[src/rtl/mem_arb_pkg.sv]
`default_nettype none
// ============================================================================
// Module      : mem_arb_pkg
// Description : Shared types and constants for the two-requester memory bus
//               arbiter: grant-state encoding and requester identifiers.
// Revision    : 1.0  initial release
// ============================================================================
package mem_arb_pkg;

  // Arbiter state: idle, or granted to requester 0 / requester 1.
  typedef enum logic [1:0] {
    ST_IDLE = 2'd0,
    ST_GNT0 = 2'd1,
    ST_GNT1 = 2'd2
  } arb_state_t;

  // Requester identifiers as carried on the round-robin pointer.
  localparam logic c_req_m0 = 1'b0;
  localparam logic c_req_m1 = 1'b1;

endpackage
`default_nettype wire

[src/rtl/mem_arb_rr2.sv]
`default_nettype none
// ============================================================================
// Module      : mem_arb_rr2
// Description : Two-way round-robin pick. A lone requester always wins; on a
//               tie the requester that was not granted last wins.
// Ports       : i_req0, i_req1  request lines
//               i_last_gnt      id of the requester granted most recently
//               o_gnt_id        id of the winning requester
//               o_gnt_any       at least one request is pending
// Revision    : 1.0  initial release
// ============================================================================
module mem_arb_rr2
  import mem_arb_pkg::*;
(
  input  logic i_req0,
  input  logic i_req1,
  input  logic i_last_gnt,
  output logic o_gnt_id,
  output logic o_gnt_any
);

  always_comb begin
    o_gnt_any = i_req0 | i_req1;
    if (i_req0 && i_req1) begin
      o_gnt_id = ~i_last_gnt;
    end else if (i_req1) begin
      o_gnt_id = c_req_m1;
    end else begin
      o_gnt_id = c_req_m0;
    end
  end

endmodule
`default_nettype wire

[src/rtl/mem_bus_arbiter.sv]
`default_nettype none
// ============================================================================
// Module      : mem_bus_arbiter
// Description : Shares one PicoRV32-style memory port between two requesters.
//               Round-robin grant held for a whole burst (valid held high);
//               optional beat cap releases the bus to a waiting requester.
//               No buffering: address/data/strobes are muxed from the granted
//               requester, ready/rdata are routed back to it only.
// Parameters  : N         address/data width
//               MAX_HOLD  max mem_ready beats per grant while the other
//                         requester waits; 0 = unlimited
// Ports       : clk, resetn (async, active-low)
//               m0_*/m1_*  requester side (valid/addr/wstrb/wdata in,
//                          ready/rdata out)
//               mem_*      memory side (valid/addr/wstrb/wdata out,
//                          ready/rdata in)
//               gnt_cnt0, gnt_cnt1, wait_cnt  statistics outputs, present only
//                          when macro ARB_STATS_EN is defined
// Revision    : 1.0  initial release
// ============================================================================
module mem_bus_arbiter
  import mem_arb_pkg::*;
#(
  parameter int N        = 32,
  parameter int MAX_HOLD = 8
) (
  input  logic         clk,
  input  logic         resetn,
  input  logic         m0_valid,
  input  logic [N-1:0] m0_addr,
  input  logic [3:0]   m0_wstrb,
  input  logic [N-1:0] m0_wdata,
  output logic         m0_ready,
  output logic [N-1:0] m0_rdata,
  input  logic         m1_valid,
  input  logic [N-1:0] m1_addr,
  input  logic [3:0]   m1_wstrb,
  input  logic [N-1:0] m1_wdata,
  output logic         m1_ready,
  output logic [N-1:0] m1_rdata,
`ifdef ARB_STATS_EN
  output logic [31:0]  gnt_cnt0,
  output logic [31:0]  gnt_cnt1,
  output logic [31:0]  wait_cnt,
`endif
  output logic         mem_valid,
  output logic [N-1:0] mem_addr,
  output logic [3:0]   mem_wstrb,
  output logic [N-1:0] mem_wdata,
  input  logic         mem_ready,
  input  logic [N-1:0] mem_rdata
);

  // Beat counter must hold 0..MAX_HOLD; at least one bit when the cap is off.
  localparam int                c_cnt_w     = (MAX_HOLD < 1) ? 1 : $clog2(MAX_HOLD + 1);
  localparam logic              c_hold_en   = (MAX_HOLD != 0);
  localparam logic [c_cnt_w-1:0] c_hold_last = c_cnt_w'((MAX_HOLD == 0) ? 0 : MAX_HOLD - 1);

  arb_state_t         r_state;
  arb_state_t         w_next_state;
  logic               r_last_gnt;
  logic [c_cnt_w-1:0] r_beat_cnt;
  logic               w_gnt_id;
  logic               w_gnt_any;
  logic               w_cur_valid;
  logic               w_oth_valid;
  logic               w_cap_hit;
  logic               w_grant_now;

  mem_arb_rr2 u_rr2 (
    .i_req0     (m0_valid),
    .i_req1     (m1_valid),
    .i_last_gnt (r_last_gnt),
    .o_gnt_id   (w_gnt_id),
    .o_gnt_any  (w_gnt_any)
  );

  // Valid of the current owner and of the other requester.
  always_comb begin
    w_cur_valid = (r_state == ST_GNT1) ? m1_valid : m0_valid;
    w_oth_valid = (r_state == ST_GNT1) ? m0_valid : m1_valid;
  end

  // Cap reached on this beat with someone waiting: give the bus up so the
  // round-robin pointer hands it to the other requester next.
  assign w_cap_hit   = c_hold_en && mem_ready && (r_beat_cnt == c_hold_last) && w_oth_valid;
  assign w_grant_now = (r_state == ST_IDLE) && w_gnt_any;

  always_comb begin
    w_next_state = r_state;
    case (r_state)
      ST_IDLE: begin
        if (w_gnt_any) begin
          w_next_state = (w_gnt_id == c_req_m1) ? ST_GNT1 : ST_GNT0;
        end
      end
      ST_GNT0, ST_GNT1: begin
        // Owner dropping valid ends the burst, even for a single cycle.
        if (!w_cur_valid || w_cap_hit) begin
          w_next_state = ST_IDLE;
        end
      end
      default: w_next_state = ST_IDLE;
    endcase
  end

  always_ff @(posedge clk or negedge resetn) begin
    if (!resetn) begin
      r_state    <= ST_IDLE;
      r_last_gnt <= c_req_m1;
      r_beat_cnt <= '0;
    end else begin
      r_state <= w_next_state;
      if (w_grant_now) begin
        r_last_gnt <= w_gnt_id;
        r_beat_cnt <= '0;
      end else if ((r_state != ST_IDLE) && mem_ready && (r_beat_cnt != '1)) begin
        r_beat_cnt <= r_beat_cnt + c_cnt_w'(1);
      end
    end
  end

  // Output mux: everything is zero while idle, so a reset mid-burst drops
  // the memory request in the same cycle.
  always_comb begin
    mem_valid = 1'b0;
    mem_addr  = '0;
    mem_wstrb = 4'h0;
    mem_wdata = '0;
    m0_ready  = 1'b0;
    m0_rdata  = '0;
    m1_ready  = 1'b0;
    m1_rdata  = '0;
    case (r_state)
      ST_GNT0: begin
        mem_valid = m0_valid;
        mem_addr  = m0_addr;
        mem_wstrb = m0_wstrb;
        mem_wdata = m0_wdata;
        m0_ready  = mem_ready;
        m0_rdata  = mem_rdata;
      end
      ST_GNT1: begin
        mem_valid = m1_valid;
        mem_addr  = m1_addr;
        mem_wstrb = m1_wstrb;
        mem_wdata = m1_wdata;
        m1_ready  = mem_ready;
        m1_rdata  = mem_rdata;
      end
      default: ;
    endcase
  end

`ifdef ARB_STATS_EN
  logic w_waiting;

  // Some requester has valid high but does not own the bus this cycle.
  always_comb begin
    case (r_state)
      ST_GNT0: w_waiting = m1_valid;
      ST_GNT1: w_waiting = m0_valid;
      default: w_waiting = m0_valid | m1_valid;
    endcase
  end

  always_ff @(posedge clk or negedge resetn) begin
    if (!resetn) begin
      gnt_cnt0 <= '0;
      gnt_cnt1 <= '0;
      wait_cnt <= '0;
    end else begin
      if (w_grant_now && (w_gnt_id == c_req_m0)) gnt_cnt0 <= gnt_cnt0 + 32'd1;
      if (w_grant_now && (w_gnt_id == c_req_m1)) gnt_cnt1 <= gnt_cnt1 + 32'd1;
      if (w_waiting) wait_cnt <= wait_cnt + 32'd1;
    end
  end
`endif

endmodule
`default_nettype wire

[config.mk]
export PLATFORM = sky130hd
export DESIGN_NAME = mem_bus_arbiter
export DESIGN_NICKNAME = d
export VERILOG_FILES = /design/src/rtl/mem_arb_pkg.sv /design/src/rtl/mem_arb_rr2.sv /design/src/rtl/mem_bus_arbiter.sv
export SDC_FILE = /design/constraint.sdc
export NUM_CORES = 1
export LEC_CHECK = 0
export BUFFER_PORTS_ARGS = -buffer_cell sky130_fd_sc_hd__buf_2
export CORE_AREA = 2 2 119 121
export DETAILED_ROUTE_END_ITERATION = 6
export DIE_AREA = 0 0 121 123
export PLACE_DENSITY = 0.47
export SLEW_MARGIN = 20
export SYNTH_ARGS = -nofsm -noshare
export SYNTH_HDL_FRONTEND = slang
export SYNTH_SLANG_ARGS = --single-unit
[constraint.sdc]
create_clock -name clk -period 2.2 [get_ports clk]
set_input_delay 0.44 -clock clk [delete_from_list [all_inputs] [get_ports clk]]
set_output_delay 0.44 -clock clk [all_outputs]
set_load 0.01 [all_outputs]
==> flow_summary.toml, run 1 <==
[routing]
drt-vias-per-instance = 4.25
detail_route.iter0.violations = 100
dr_pass1_iterations = 4
route.antenna.remaining_nets = 0
detail_route.wirelength_mm = 10.4
wl_per_cell_microns = 14.0
detail_route.drc_violations = 0
via_total_after_detailed_routing = 3157

[floorplan]
dieWidth_microns = 121
core-area_sq_um = 13600
die_h_microns = 123
initial_core_util_pct = 14.0
ios = 308
rows = 43
fp.dieArea_sq_um = 14900

[logic_synthesis]
yosysWarnings = 0
mappedNetlistArea_sq_um = 1900
seq_area_frac_synth_pct = 9.28
yosysTopAreaCell = "sky130_fd_sc_hd__a22oi_1"
synth-seq-cells = 7
synth_top_cells_by_area = "sky130_fd_sc_hd__a22oi_1 (27%), sky130_fd_sc_hd__nor2b_1 (23%), sky130_fd_sc_hd__and2_1 (22%), sky130_fd_sc_hd__dfrtp_1 (7.9%), sky130_fd_sc_hd__buf_2 (3.7%)"
synth_edf_count = 0
ys_top_cells_by_count = "sky130_fd_sc_hd__nor2b_1 (71), sky130_fd_sc_hd__a22oi_1 (69), sky130_fd_sc_hd__and2_1 (66)"
async_reset_ff_share_pct = 100
synth_top_flop_cell = "sky130_fd_sc_hd__dfrtp_1"
synthMostInstantiatedCell = "sky130_fd_sc_hd__nor2b_1"
netlist_instances = 274
netlist-cell-type-count = 27
synth_area_per_cell_sq_um = 6.94
synth.top_cell.area_share_pct = 27.2
synth_fp_nets = 451

[global_routing]
number_of_antenna_violations_at_the_first_check_in_global_routing = 0
use_met2_pct = 24.1
grt_use_met1_pct = 12.7
grt_pass1_vias = 2918
grt_pass1_wl_mm = 14.3
grt_util_met3_pct = 1.89
globalRoute.busiestLayer = "met2"
groute.usage.overall_pct = 11.8
grt_start_max_net_pins = 75
gr-total-overflow = 0

[cells_and_area]
nFillCells = 1487
areaGrowthSynthToFinish_pct = 98.4
postLayoutCellArea_sq_um = 3770
share_of_the_core_filled_with_cells_pct = 27.7
share_of_final_layout_standard_cells_stronger_than_drive_strength_1_pct = 57.4
antenna_cells = 0
final_net_count = 741

[timing]
worst-slew-pin-transition_ps = 321
finalClockSkew_ps = 0.622
number_of_max_slew_violations_in_the_final_report = 0
slew_headroom_pct = 78.4
period_share_pct = 96.2
rsz0062_at_grt = "yes"
setup-violations-final = 0
finalHoldViolations = 0
period_minus_slack_ps = 2120
achievable-frequency_ghz = 0.472

[run]
drv.max_cap_violation_count = 0

[clock_tree]
tritoncts_num_sinks = 7
cts_buffers = 3
cts-root-buf = "sky130_fd_sc_hd__clkbuf_16"
cts.htree.levels = 1
cts_buffer_depth = 2
worst_skew_pair.late_latency_ps = 230
cts_tree = "yes"
cts.clk_slew.worst_paths_ps = 40
post_cts_hold_buffer_count = 0

[place]
placed_cell_area_sq_um = 3660
dpl.hpwl_mm = 8.48
placement.io_buffers = 307
gp_congestion = 0.812

[outcome]
outcome = "finished, final reports clean"

[worst_hold_path]
hp-class = "input port to asynchronous set/reset pin"

[pwr]
cellPowerDensity_nw_per_um2 = 922
p_leak_nw = 2.08
max-vdd-ir-drop_mv = 0.538

[critical_path]
worst_setup_path_end_kind = "output port"
timing.critical_path.from_type = "flop"
timing.critical_path.arrival_ps = 1680
path_class = "flop to output port"
critical_path_peak_fanout = 40
timing.critical_path.required_ps = 1760
## kinds of logic (layout without fill, tap and decap cells)
family / Yosys count / count (layout) / synth area share [%]
buffers and inverters: 31 / 320 / 7.04
muxes: 3 / 3 / 1.64
xor gates and xnor gates: 1 / 1 / 0.461
adders and majority gates: 4 / 4 / 2.63
AOI/OAI and AO/OA: 78 / 78 / 30.9
DFF: 7 / 7 / 9.28
and+or+nand+nor: 150 / 150 / 48.0
## worst max-delay path, stage by stage (launching register included)
cell                      delay (ps)
sky130_fd_sc_hd__dfrtp_1         400
sky130_fd_sc_hd__inv_1            80
sky130_fd_sc_hd__ha_2            450
sky130_fd_sc_hd__buf_12          200
sky130_fd_sc_hd__nor2b_1         160
sky130_fd_sc_hd__buf_2           140
## sequential cells by signal (all words and copies together) (netlist names)
| name | flops |
|---|---|
| r_beat_cnt | 4 |
| r_state | 2 |
| r_last_gnt | 1 |
## metal layers
| metal | part of all wire (%) | wire [microns] |
|---|---|---|
| met1 | 38 | 3910 |
| met5 | 0 | 0 |
| met4 | 0.95 | 99 |
| met3 | 8.8 | 915 |
| met2 | 53 | 5500 |
## area by class of cell
cell class	instances	area (sq um)	area share [%]
flip-flops and latches	7	176	4.68
multi-input cells	236	1610	42.6
clock buffers	4	78.8	2.09
inverters	2	7.51	0.199
repair buffers	314	1680	44.4
well taps	180	225	5.97
## power by group
part / internal, W / total, W / leakage (nW) / switching (W)
Combinational: 0.00141 / 0.00296 / 1.96 / 0.00156
Sequential: 0.000171 / 0.000202 / 0.0914 / 0.0000309
Clock: 0.000241 / 0.000311 / 0.0382 / 0.0000702
Total: 0.00182 / 0.00348 / 2.08 / 0.00166
## worst paths after layout
check | startpoint | end | slack [ps] | depth (start not counted)
max | r_state[1] | mem_addr[8] | 80 | 5
min | resetn | r_beat_cnt[3] | 40 | 1
max reg2reg | r_state[0] | r_state[1] | 360 | 7
min reg2reg | r_beat_cnt[3] | r_beat_cnt[3] | 490 | 1
max in group asynchronous | resetn | r_last_gnt | 1930 | 1
min in group clk | m0_valid | r_last_gnt | 440 | 2
## through the flow
| step | hold WS (ps) | std cells | TNS, ps | setup slack [ps] | total power, W |
|---|---|---|---|---|---|
| after floorplan | 144 | 274 | 0 | 457 | 0.00197 |
| after global placement | 282 | 738 | 0 | 344 | 0.00307 |
| after detailed placement | 285 | 738 | 0 | 302 | 0.00311 |
| after CTS | 41.1 | 742 | 0 | 56.2 | 0.00343 |
| after global routing | 48.3 | 743 | -101 | -17.1 | 0.00378 |
| final | 38.1 | 743 | 0 | 82.8 | 0.00348 |
## cells in the final DEF (no fill, tap or decap)
master                      netlist  layout
sky130_fd_sc_hd__a21boi_0         1       1
sky130_fd_sc_hd__a21oi_1          1       1
sky130_fd_sc_hd__a22oi_1         69      69
sky130_fd_sc_hd__a31oi_1          1       1
sky130_fd_sc_hd__a32o_1           1       1
sky130_fd_sc_hd__and2_1          66      66
sky130_fd_sc_hd__buf_12           0       5
sky130_fd_sc_hd__buf_2           14     307
sky130_fd_sc_hd__buf_8            0       1
sky130_fd_sc_hd__clkbuf_1        14       1
sky130_fd_sc_hd__clkbuf_16        0       4
sky130_fd_sc_hd__dfrtp_1          6       6
sky130_fd_sc_hd__dfstp_2          1       1
sky130_fd_sc_hd__ha_1             4       1
sky130_fd_sc_hd__ha_2             0       2
sky130_fd_sc_hd__ha_4             0       1
sky130_fd_sc_hd__inv_1            2       2
sky130_fd_sc_hd__mux2_2           1       1
sky130_fd_sc_hd__mux2i_1          2       2
sky130_fd_sc_hd__nand2_1          5       5
sky130_fd_sc_hd__nand2b_1         1       1
sky130_fd_sc_hd__nand3_1          2       2
sky130_fd_sc_hd__nand4_1          1       1
sky130_fd_sc_hd__nor2_1           4       4
sky130_fd_sc_hd__nor2b_1         71      71
sky130_fd_sc_hd__o211ai_2         1       1
sky130_fd_sc_hd__o21a_1           1       1
sky130_fd_sc_hd__o21ai_0          1       1
sky130_fd_sc_hd__o2bb2ai_1        1       1
sky130_fd_sc_hd__o31ai_1          1       1
sky130_fd_sc_hd__xor2_1           1       1
## what timing repair did
item / CTS / global route
setup endpoints to repair: 0 / 27
resized for setup: 0 / 2
setup buffers: 0 / 0
(Power assumes the default switching activity.)
==> run 2, diff against run 1 <==
CORE_AREA = 2 2 118 120   (was 2 2 119 121)
CTS_CLUSTER_DIAMETER = 200   (was unset)
DIE_AREA = 0 0 120 122   (was 0 0 121 123)
PLACE_DENSITY = 0.48   (was 0.47)
SYNTH_HIERARCHICAL = 1   (was unset)
==> flow_summary.toml, run 2 <==
[logic_synthesis]
synth_xor_xnor_area_share_pct = 0
synth_edf_count = 0
synth-simple-area-share_pct = 49.0
muxShareOfSynthArea_pct = 1.09
ys_top_cells_by_count = "sky130_fd_sc_hd__a22oi_1 (69), sky130_fd_sc_hd__nor2b_1 (69), sky130_fd_sc_hd__and2_1 (66)"
synth_compound_area_share_pct = 31.3
yosysWarnings = 6
async_reset_ff_share_pct = 100
mappedNetlistArea_sq_um = 1940
netlist-cell-type-count = 31
synth_top_flop_cell = "sky130_fd_sc_hd__dfrtp_1"
seq_area_frac_synth_pct = 9.07
netlist_instances = 280
post_synth_fa_ha_maj_area_fraction_pct = 2.57
synth_area_per_cell_sq_um = 6.94
synth.top_cell.area_share_pct = 26.6
synth-seq-cells = 7
synth_top_cells_by_area = "sky130_fd_sc_hd__a22oi_1 (27%), sky130_fd_sc_hd__nor2b_1 (22%), sky130_fd_sc_hd__and2_1 (21%), sky130_fd_sc_hd__dfrtp_1 (7.7%), sky130_fd_sc_hd__clkbuf_1 (3.5%)"
synth_fp_nets = 457
yosysTopAreaCell = "sky130_fd_sc_hd__a22oi_1"
synth_top_family_by_area = "simple AND/OR/NAND/NOR gates"

[routing]
wl_per_cell_microns = 13.2
detail_route.wirelength_mm = 9.93
detail_route.drc_violations = 0
via_total_after_detailed_routing = 3262
dr_pass1_iterations = 5
detail_route.iter0.violations = 119
drt-vias-per-instance = 4.35
route.antenna.remaining_nets = 0

[floorplan]
ios = 308
die_h_microns = 122
core-area_sq_um = 13500
fp.dieArea_sq_um = 14600
rows = 43
dieWidth_microns = 120
initial_core_util_pct = 14.4

[global_routing]
grt_start_max_net_pins = 69
number_of_antenna_violations_at_the_first_check_in_global_routing = 1
groute.usage.overall_pct = 11.3
grt_pass1_wl_mm = 13.7
grt_pass1_vias = 2835
gr-total-overflow = 0

[cells_and_area]
largest_register_ffs = 4
largest_registers = "r_beat_cnt x4, r_state x2, r_last_gnt x1"
final_cell_count_no_fill = 750
combined_flip_flop_and_latch_cell_area_sq_um = 178
nFillCells = 1479
share_of_final_layout_standard_cells_stronger_than_drive_strength_1_pct = 57.7
final_cell_mix = "sky130_fd_sc_hd__buf_2 (307), sky130_fd_sc_hd__nor2b_1 (69), sky130_fd_sc_hd__a22oi_1 (68), sky130_fd_sc_hd__and2_1 (66), sky130_fd_sc_hd__nand2_1 (6)"
largest_register = "r_beat_cnt"
final_net_count = 748
areaGrowthSynthToFinish_pct = 98.0
layout.cells.most_common = "sky130_fd_sc_hd__buf_2"
antenna_cells = 0
multi_input_comb_area_sq_um = 1670

[critical_path]
critical_path.slowest_cell = "sky130_fd_sc_hd__dfrtp_2"
worst_r2r_startpoint = "r_state[0]"
path_cells = "inv_2 > ha_4 > buf_16 > a22oi_1 > nor2b_1 > buf_2"
r2r_end = "r_state[0]"
rr_worst_depth = 6
timing.critical_path.from_type = "flop"
critical_path_peak_fanout = 68
timing.critical_path.required_ps = 1760
timing.critical_path.arrival_ps = 1610
cp_slowest_stage_delay_ps = 430
crit_path_start = "r_state[0]"
path_class = "flop to output port"
rrSetupSlack_ps = 370
worst_setup_path_end_kind = "output port"

[clock_tree]
cts.clk_slew.worst_paths_ps = 40
worst_skew_pair.late_latency_ps = 230
cts-root-buf = "sky130_fd_sc_hd__clkbuf_16"
cts_tree = "yes"
tritoncts_num_sinks = 7
cts_buffers = 3
cts_buffer_depth = 2
cts.htree.levels = 1
post_cts_hold_buffer_count = 0

[outcome]
outcome = "finished, final reports clean"

[timing]
period_minus_slack_ps = 2050
achievable-frequency_ghz = 0.487
whs_ps = 40.0
totalNegativeSetupSlack_ps = 0
finalClockSkew_ps = 2.21
period_share_pct = 93.4
slew_headroom_pct = 83.4
number_of_max_slew_violations_in_the_final_report = 0
rsz0062_at_grt = "no"
setup-violations-final = 0
postLayoutSetupSlackWorst_ps = 146
finalHoldViolations = 0
worst-slew-pin-transition_ps = 248

[pwr]
power.clock.fraction_pct = 8.5
internal_power_w = 0.00188
p_sw_w = 0.00170
post-layout-total-power_w = 0.00359
cellPowerDensity_nw_per_um2 = 931
swShare_pct = 47.5
sequentialPowerShare_pct = 5.6
p_leak_nw = 2.10
comb_power_share_pct = 85.9
max-vdd-ir-drop_mv = 0.483

[place]
numPlacedInstances = 743
gp_congestion = 0.755
placement.io_buffers = 307
dpl.hpwl_mm = 7.97
post-place-ws_ps = 253

[worst_hold_path]
hp-class = "input port to asynchronous set/reset pin"

[run]
drv.max_cap_violation_count = 0
run 2: cell types whose count changed in the layout (fill, tap and decap cells not counted), sizes merged, moves of 2 or more:
cell / change
a21oi: +2
buf: +2
nand3b: +2
nor2: -3
nor2b: -2
o2111ai: +2
run 2: worst max-delay path: cells and delay by family, from the launching register on:
kind	cells	cell delay (ps)
AND/OR/NAND/NOR	1	140
AO/OA/AOI/OAI	1	130
buffers and inverters	3	490
flip-flops	1	430
adder cells (fa/ha/maj)	1	170
run 2: worst max-delay path by stage:
stage               cells after the start            end  slack, ps
global placement                        6  mem_wdata[31]        250
finish                                  6    mem_addr[6]        150
global route                            6    mem_addr[9]         10
floorplan                               5   mem_addr[11]        390
detailed placement                      5   mem_wdata[1]        250
CTS                                     5   mem_wdata[1]          2
run 2: area by class of cell:
class,count,area share [%]
sequential,7,4.61
tap,180,5.85
multi-input combinational,241,43.3
timing repair buffer,316,44.0
inverter,2,0.195
clock buffer,4,2.05
run 2: repair_timing:
| item | CTS | global route |
|---|---|---|
| setup endpoints to repair | 1 | 64 |
| pin swaps | 0 | 0 |
| gates cloned | 0 | 1 |
| resized for setup | 1 | 8 |
| setup buffers | 0 | 2 |
run 2: power by group through the flow:
stage | registers (W) | logic, W | clock network, W
4_1_cts | 0.000201 | 0.00297 | 0.000309
6_report | 0.000202 | 0.00308 | 0.000304
2_1_floorplan | 0.000191 | 0.00182 | 0
3_5_place_dp | 0.000202 | 0.00295 | 0
5_1_grt | 0.000209 | 0.00339 | 0.000324
3_3_place_gp | 0.000199 | 0.00292 | 0
run 2: kinds of logic after synthesis:
kind of cell,after synthesis
mux,2
fa+ha+maj,4
buf+inv,32
simple gates,154
compound gates,81
flops,7
run 2: per-stage QoR:
stage                     utilization, %  instance area (sq um)
after floorplan                        -                   1940
after global placement              27.3                   3690
after detailed placement            27.3                   3690
after CTS                           28.0                   3770
after global routing                28.5                   3850
final                               28.5                   3850
run 2: metal layers:
layer | up-vias | global-route usage (%) | part of all wire, %
li1 | 1568 | - | -
met1 | 1491 | 13.0 | 38
met2 | 195 | 21.9 | 51
met3 | 6 | 2.20 | 10
met4 | 2 | 1.54 | 0.63
met5 | - | 0 | 0.14
==> run 3, diff against run 2 <==
ABC_CLOCK_PERIOD_IN_PS = 2200   (was unset)
RECOVER_POWER = 25   (was unset)
==> flow_summary.toml, run 3 (synthesized netlist as in run 2, its figures left out) <==
[cells_and_area]
multi_input_comb_area_sq_um = 1660
areaGrowthSynthToFinish_pct = 96.7
largest_registers = "r_beat_cnt x4, r_state x2, r_last_gnt x1"
antenna_cells = 0
largest_register = "r_beat_cnt"
layout.cells.most_common = "sky130_fd_sc_hd__buf_2"
final_net_count = 748
share_of_final_layout_standard_cells_stronger_than_drive_strength_1_pct = 54.2
final_cell_mix = "sky130_fd_sc_hd__buf_2 (289), sky130_fd_sc_hd__nor2b_1 (69), sky130_fd_sc_hd__a22oi_1 (68), sky130_fd_sc_hd__and2_1 (65), sky130_fd_sc_hd__clkbuf_1 (19)"
largest_register_ffs = 4
share_of_the_core_filled_with_cells_pct = 28.3
nFillCells = 1483
combined_flip_flop_and_latch_cell_area_sq_um = 178

[pwr]
p_leak_nw = 2.03
swShare_pct = 47.9
sequentialPowerShare_pct = 5.7
comb_power_share_pct = 85.8
max-vdd-ir-drop_mv = 0.482
internal_power_w = 0.00186
power.clock.fraction_pct = 8.5
cellPowerDensity_nw_per_um2 = 931
p_sw_w = 0.00171
post-layout-total-power_w = 0.00356

[floorplan]
core-area_sq_um = 13500
dieWidth_microns = 120
die_h_microns = 122
initial_core_util_pct = 14.4
rows = 43
ios = 308
fp.dieArea_sq_um = 14600

[timing]
period_minus_slack_ps = 2070
finalClockSkew_ps = 2.55
number_of_max_slew_violations_in_the_final_report = 0
slew_headroom_pct = 73.3
finalHoldViolations = 0
period_share_pct = 94.0
rsz0062_at_grt = "no"
setup-violations-final = 0
worst-slew-pin-transition_ps = 401
achievable-frequency_ghz = 0.484
totalNegativeSetupSlack_ps = 0

[critical_path]
timing.critical_path.required_ps = 1760
path_class = "flop to output port"
r2r_end = "r_state[0]"
worst_r2r_startpoint = "r_state[0]"
worst_setup_path_end_kind = "output port"
timing.critical_path.arrival_ps = 1630
timing.critical_path.from_type = "flop"
rr_worst_depth = 6
rrSetupSlack_ps = 370
critical_path_peak_fanout = 34

[run]
drv.max_cap_violation_count = 0

[clock_tree]
cts_buffer_depth = 2
tritoncts_num_sinks = 7
cts_tree = "yes"
post_cts_hold_buffer_count = 0
cts.clk_slew.worst_paths_ps = 40
worst_skew_pair.late_latency_ps = 230
cts.htree.levels = 1
cts-root-buf = "sky130_fd_sc_hd__clkbuf_16"
cts_buffers = 3

[routing]
dr_pass1_iterations = 4
detail_route.drc_violations = 0
detail_route.wirelength_mm = 9.91
route.antenna.remaining_nets = 0
via_total_after_detailed_routing = 3253
wl_per_cell_microns = 13.2
drt-vias-per-instance = 4.34
detail_route.iter0.violations = 121

[global_routing]
grt_pass1_wl_mm = 13.7
grt_start_max_net_pins = 69
gr-total-overflow = 0
number_of_antenna_violations_at_the_first_check_in_global_routing = 1
grt_pass1_vias = 2835
groute.usage.overall_pct = 11.3

[worst_hold_path]
hp-class = "input port to asynchronous set/reset pin"

[place]
gp_congestion = 0.755
placement.io_buffers = 307
dpl.hpwl_mm = 7.97

[outcome]
outcome = "finished, final reports clean"
-- run 3: cell type report --
class | instances | area share [%]
timing repair buffer | 316 | 43.7
sequential | 7 | 4.65
tap | 180 | 5.89
inverter | 2 | 0.196
clock buffer | 4 | 2.06
multi-input combinational | 241 | 43.5
-- run 3: timing repair --
action	in CTS	in global routing
gates resized for setup	1	8
cloned	0	1
buffers inserted	0	2
endpoints found under the hold margin	0	0
setup endpoints to repair	1	64
-- run 3: power by group through the flow --
stage | combinational [W] | sequential, W | clock, W
after floorplan | 0.00182 | 0.000191 | 0
after global placement | 0.00292 | 0.000199 | 0
after detailed placement | 0.00295 | 0.000202 | 0
after CTS | 0.00297 | 0.000201 | 0.000309
after global routing | 0.00336 | 0.000209 | 0.000324
final | 0.00305 | 0.000203 | 0.000304
-- run 3: metal layers --
metal / GRT usage (%) / part of all wire (%) / vias up
met5: 0 / 0.071 / -
met4: 1.54 / 0.66 / 2
met3: 2.20 / 9.8 / 6
met2: 21.9 / 51 / 192
met1: 13.0 / 38 / 1487
li1: - / - / 1566
-- run 3: how the worst max path moves through the flow --
stage | from | to | slack [ps] | cells after the start
after floorplan | r_state[0] | mem_addr[11] | 390 | 5
after global placement | r_state[1] | mem_wdata[31] | 250 | 6
after detailed placement | r_state[1] | mem_wdata[1] | 250 | 5
after CTS | r_state[1] | mem_wdata[1] | 2 | 5
after global routing | r_state[0] | mem_addr[9] | 10 | 6
final | r_state[0] | mem_wdata[11] | 130 | 5
-- run 3: stage by stage --
stage	setup slack, ps	std cells	hold slack [ps]	instance area, sq um
2_1_floorplan	389	280	144	1940
3_3_place_gp	250	743	282	3690
3_5_place_dp	253	743	286	3690
4_1_cts	2.40	747	47.4	3770
5_1_grt	11.9	750	141	3820
6_report	133	750	111	3820
-- run 3: critical path, stage by stage, from the launching register on --
cell and delay, ps:
sky130_fd_sc_hd__dfrtp_2 410, sky130_fd_sc_hd__inv_2 70, sky130_fd_sc_hd__ha_1 380, sky130_fd_sc_hd__buf_12 200, sky130_fd_sc_hd__nor2b_1 180, sky130_fd_sc_hd__buf_2 150
